[src/rtl/multicycle_control_fsm.sv]
// multicycle_control_fsm: multicycle RV32I control unit sequencing datapath enables, mux selects and ALU op.
module multicycle_control_fsm #(
    parameter logic [3:0] RESET_STATE = 4'd0
) (
    input  logic       clk,
    input  logic       rst_n,
    input  logic [6:0] op,
    input  logic [2:0] funct3,
    input  logic       funct7b5,
    input  logic       Zero,
    output logic       PCWrite,
    output logic       AdrSrc,
    output logic       MemWrite,
    output logic       IRWrite,
    output logic       RegWrite,
    output logic [1:0] ResultSrc,
    output logic [1:0] ALUSrcA,
    output logic [1:0] ALUSrcB,
    output logic [1:0] ImmSrc,
    output logic [2:0] ALUControl,
    output logic       illegal_op,
    output logic [3:0] state
);
    typedef enum logic [3:0] {
        FETCH = 4'd0, DECODE = 4'd1, MEMADR = 4'd2, MEMREAD = 4'd3, MEMWB = 4'd4, MEMWRITE = 4'd5,
        EXECR = 4'd6, EXECI = 4'd7, ALUWB = 4'd8, BEQ = 4'd9, JAL = 4'd10
    } state_t;

    localparam logic [6:0] OP_LW = 7'b0000011, OP_SW = 7'b0100011, OP_R = 7'b0110011,
                           OP_I = 7'b0010011, OP_JAL = 7'b1101111, OP_BEQ = 7'b1100011;

    state_t cur, nxt;
    logic [13:0] ctl;
    logic pc_update, branch, adr_src, mem_write, ir_write, reg_write;
    logic [1:0] result_src, src_a, src_b, alu_op;

    // {pc_update, branch, adr_src, mem_write, ir_write, reg_write, result_src, src_a, src_b, alu_op}
    function automatic logic [13:0] moore(state_t s);
        case (s)
            FETCH:    moore = 14'b1_0_0_0_1_0_10_00_10_00;
            DECODE:   moore = 14'b0_0_0_0_0_0_00_01_01_00;
            MEMADR:   moore = 14'b0_0_0_0_0_0_00_10_01_00;
            MEMREAD:  moore = 14'b0_0_1_0_0_0_00_00_00_00;
            MEMWB:    moore = 14'b0_0_0_0_0_1_01_00_00_00;
            MEMWRITE: moore = 14'b0_0_1_1_0_0_00_00_00_00;
            EXECR:    moore = 14'b0_0_0_0_0_0_00_10_00_10;
            EXECI:    moore = 14'b0_0_0_0_0_0_00_10_01_10;
            ALUWB:    moore = 14'b0_0_0_0_0_1_00_00_00_00;
            BEQ:      moore = 14'b0_1_0_0_0_0_00_10_00_01;
            JAL:      moore = 14'b1_0_0_0_0_0_00_01_10_00;
            default:  moore = 14'b0;
        endcase
    endfunction

    always_comb begin
        nxt = FETCH;
        case (cur)
            FETCH:   nxt = DECODE;
            DECODE:  nxt = (op == OP_LW || op == OP_SW) ? MEMADR :
                           op == OP_R   ? EXECR :
                           op == OP_I   ? EXECI :
                           op == OP_JAL ? JAL   :
                           op == OP_BEQ ? BEQ   : FETCH;
            MEMADR:  nxt = op == OP_LW ? MEMREAD : MEMWRITE;
            MEMREAD: nxt = MEMWB;
            EXECR, EXECI, JAL: nxt = ALUWB;
            default: nxt = FETCH;
        endcase
    end

    // Control word is registered alongside the state so Moore outputs come straight from flops.
    always_ff @(posedge clk or negedge rst_n) begin
        if (!rst_n) begin
            cur <= state_t'(RESET_STATE);
            ctl <= moore(state_t'(RESET_STATE));
        end else begin
            cur <= nxt;
            ctl <= moore(nxt);
        end
    end

    assign {pc_update, branch, adr_src, mem_write, ir_write, reg_write, result_src, src_a, src_b, alu_op} = ctl;

    assign PCWrite    = rst_n & (pc_update | (branch & Zero));
    assign IRWrite    = rst_n & ir_write;
    assign MemWrite   = rst_n & mem_write;
    assign RegWrite   = rst_n & reg_write;
    assign AdrSrc     = adr_src;
    assign ResultSrc  = result_src;
    assign ALUSrcA    = src_a;
    assign ALUSrcB    = src_b;
    assign state      = cur;
    assign illegal_op = (cur == DECODE) && !(op == OP_LW || op == OP_SW || op == OP_R ||
                                             op == OP_I || op == OP_JAL || op == OP_BEQ);

    always_comb begin
        ImmSrc = op == OP_SW  ? 2'b01 :
                 op == OP_BEQ ? 2'b10 :
                 op == OP_JAL ? 2'b11 : 2'b00;
    end

    always_comb begin
        ALUControl = 3'b000;
        case (alu_op)
            2'b01: ALUControl = 3'b001;
            2'b10: case (funct3)
                3'b000:  ALUControl = (op[5] & funct7b5) ? 3'b001 : 3'b000;
                3'b010:  ALUControl = 3'b101;
                3'b110:  ALUControl = 3'b011;
                3'b111:  ALUControl = 3'b010;
                default: ALUControl = 3'b000;
            endcase
            default: ALUControl = 3'b000;
        endcase
    end
endmodule
[config.mk]
export PLATFORM = sky130hd
export DESIGN_NAME = multicycle_control_fsm
export DESIGN_NICKNAME = d
export VERILOG_FILES = /design/src/rtl/multicycle_control_fsm.sv
export SDC_FILE = /design/constraint.sdc
export NUM_CORES = 1
export LEC_CHECK = 0
export CAP_MARGIN = 15
export CORE_ASPECT_RATIO = 0.9
export CORE_MARGIN = 5
export CORE_UTILIZATION = 47
export CTS_CLUSTER_DIAMETER = 150
export CTS_CLUSTER_SIZE = 16
export DETAILED_ROUTE_END_ITERATION = 10
export GPL_TIMING_DRIVEN = 0
export PLACE_DENSITY = 0.86
export SLEW_MARGIN = 20
export SYNTH_ARGS = -nofsm -noshare
export SYNTH_HDL_FRONTEND = slang
export SYNTH_SLANG_ARGS = --single-unit
[constraint.sdc]
create_clock -name clk -period 3.15 [get_ports clk]
set_clock_uncertainty 0.1 [all_clocks]
set_input_delay 0.63 -clock clk [delete_from_list [all_inputs] [get_ports clk]]
set_output_delay 0.63 -clock clk [all_outputs]
set_load 0.05 [all_outputs]
==> results.toml <==
[power_and_ir_drop]
power.density_cell_area_nw_per_um2 = 606
total_power_uw = 821
worst_ir_drop_vdd_mv = 0.418
total_leakage_power_nw = 0.600

[flow_run]
maxCapViolations = 0

[synthesis]
postSynthRegisterBits = 15
yosys.cell_types.count = 34
netlist_area_um2 = 961
synth_warnings = 0
netlist_instances = 103
area_fraction_of_the_dominant_cell_type_after_synthesis_pct = 33.9
synthTopCellsByArea = "sky130_fd_sc_hd__dfrtp_1, sky130_fd_sc_hd__ha_1, sky130_fd_sc_hd__dfstp_2"
synth_top_area_cell = "sky130_fd_sc_hd__dfrtp_1"
syn-num-nets = 123
postSynthAreaPerCell_um2 = 9.33
synth-seq-area-share_pct = 39.3

[floorplanning]
initial_core_utilization_pct = 49.7
design.portCount = 35
core_um2 = 1930
dieHeight_um = 52.9
floorplan.rows = 15
die_footprint_um2 = 3050
die_w_um = 57.7

[timing]
period_share_pct = 97.3
totalNegativeSetupSlack_ns = 0
report.final.setup_viol = 0
final-hold-violation-count = 0
tightest_slew_ns = 0.611
fin_ws_ns = 0.0847
setup_repair_after_global_routing_missed_its_margin = "no"
timing.max_slew.rel_slack_pct = 58.7
fmaxAchievable_mhz = 326
final_period_demand_of_the_worst_path_ns = 3.07
slew_viol_final = 0

[cells_and_area]
drive_above_1_share_pct = 11.3
design.final.nets = 162
layout.cells.most_common = "sky130_fd_sc_hd__clkdlybuf4s50_1"
antenna_cells = 0
most-common-layout-cells = "sky130_fd_sc_hd__clkdlybuf4s50_1, sky130_fd_sc_hd__dfrtp_1, sky130_fd_sc_hd__nor2_1"
syn2layout_area_growth_pct = 40.9

[route]
antenna_left = 0
finalWirelength_mm = 2.30
wl_per_cell_um = 13.9
drt_pre_antenna_iters = 4
routed-via-count = 904
vias_per_cell = 5.45
drtIter0Drc = 26
drc = 0

[place]
buffer_ports.inserted = 34
dp_hpwl_mm = 1.80
gp_routability_congestion = 0.796
dpl_ws_ns = -0.208

[worst_hold_path]
min_path_type = "in2async"

[grt]
grt_antenna_before_repair = 0
grt_pass1_wl_mm = 3.70
groute.usage.overall_pct = 15.5
number_of_global_route_vias_before_repair = 832
grt_max_degree = 20
grt.overflow.total = 0

[worst_setup_path]
crit_cells = 4
worstReg2RegStart = "state[2]"
startpoint = "op[2]"
endpoint_required_time_on_the_critical_path_ns = 2.42
cpLargestDelayFamily = "buffers and inverters"
worstPathMaxFanout = 7
critPathArrivalTime_ns = 2.34
worst-setup-path-type = "in2out"
timing.critical_path.cells = "clkdlybuf4s50_1 > or3_1 > a211oi_1 > dlygate4sd2_1"
slowest_stage_delay_on_critical_path_ns = 0.56
element_type_at_the_critical_path_end = "primary output"
worstPathBufferInverterCount = 2
crit_path_top_delay_cell = "sky130_fd_sc_hd__dlygate4sd2_1"
reg2reg_depth = 7
setup.worst_path.start_class = "input port"

[clock_tree]
ctsHoldBuffers = 0
insertion_delay_ns = 0.27
ctsLongestPathBuffers = 2
cts_root_buffer = "sky130_fd_sc_hd__clkbuf_4"
numCtsBuffers = 3
clkSlewWorstSetupHoldPaths_ns = 0.08
cts_tree = "built"
cts.sinks = 15
h-tree-depth = 1

[outcome]
outcome = "finished, final reports clean"
[cell families after synthesis]
| logic type | Yosys count | share of synthesized area (%) |
|---|---|---|
| buf+inv | 11 | 6.77 |
| flops | 15 | 39.3 |
| compound gates | 18 | 12.5 |
| mux | 1 | 1.17 |
| simple gates | 51 | 31.5 |
| fa+ha+maj | 6 | 7.81 |
| xor+xnor | 1 | 0.912 |
[flip-flops by register name (all words and copies together) (netlist names)]
name	count
state	4
ctl	11
[where the power goes]
part,internal [mW],switching (mW)
logic,0.176,0.280
registers,0.236,0.0243
clock network,0.0490,0.0550
total,0.461,0.359
[Yosys cell counts (all sizes together)]
cell type   n
o21ai       3
xor2        1
a21o        1
mux2        1
or3         1
dfstp       2
dfrtp      13
nand3       7
a21bo       1
nor2        8
o221ai      1
nor4b       3
nand2b      2
o21a        1
nand4bb     1
o31ai       1
a41o        1
nor2b       3
nor4        3
and3        1
nand2       4
or4         1
nor3        7
nor3b       2
nor4bb      2
a21oi       6
and2        5
a211oi      2
a41oi       1
inv         4
buf         7
or4b        1
ha          6
[metal layers]
layer / routed length [um] / track usage [%] / up-vias
li1: - / - / 448
met1: 937 / 17.7 / 430
met2: 1210 / 29.1 / 24
met3: 137 / 3.66 / 2
met4: 18 / 3.09 / 0
met5: 0 / 0 / -
[worst paths after layout]
check                                  to  slack (ns)
max in group asynchronous          ctl[9]        2.48
worst max-delay path            ImmSrc[0]        0.08
worst min-delay path               ctl[8]        0.16
worst min register to register     ctl[1]        0.67
worst max register to register     ctl[4]        0.71
min in group clk                   ctl[1]        0.67
[repair_timing]
item | in CTS | in global routing
resized for setup | 5 | 2
cloned | 0 | 0
setup buffers | 0 | 0
setup endpoints to repair | 8 | 4
[final cells by class]
class	instances	area (um^2)
Fill cell	153	579
Multi-Input combinational cell	77	523
Sequential cell	15	378
Timing Repair Buffer	34	330
Buffer	7	50.0
Tap cell	25	31.3
Clock buffer	4	26.3
Inverter	4	15.0
[stage by stage]
stage          hold slack, ns  cell area (um^2)  cells  utilization [%]
3_5_place_dp            0.657              1340    162             69.2
6_report                0.158              1350    166             70.0
2_1_floorplan           0.234               966    103                -
5_1_grt                 0.186              1350    166             70.0
3_3_place_gp            0.644              1340    162             69.2
4_1_cts                 0.410              1360    166             70.2
No activity file was read; power rests on OpenSTA's default activity.
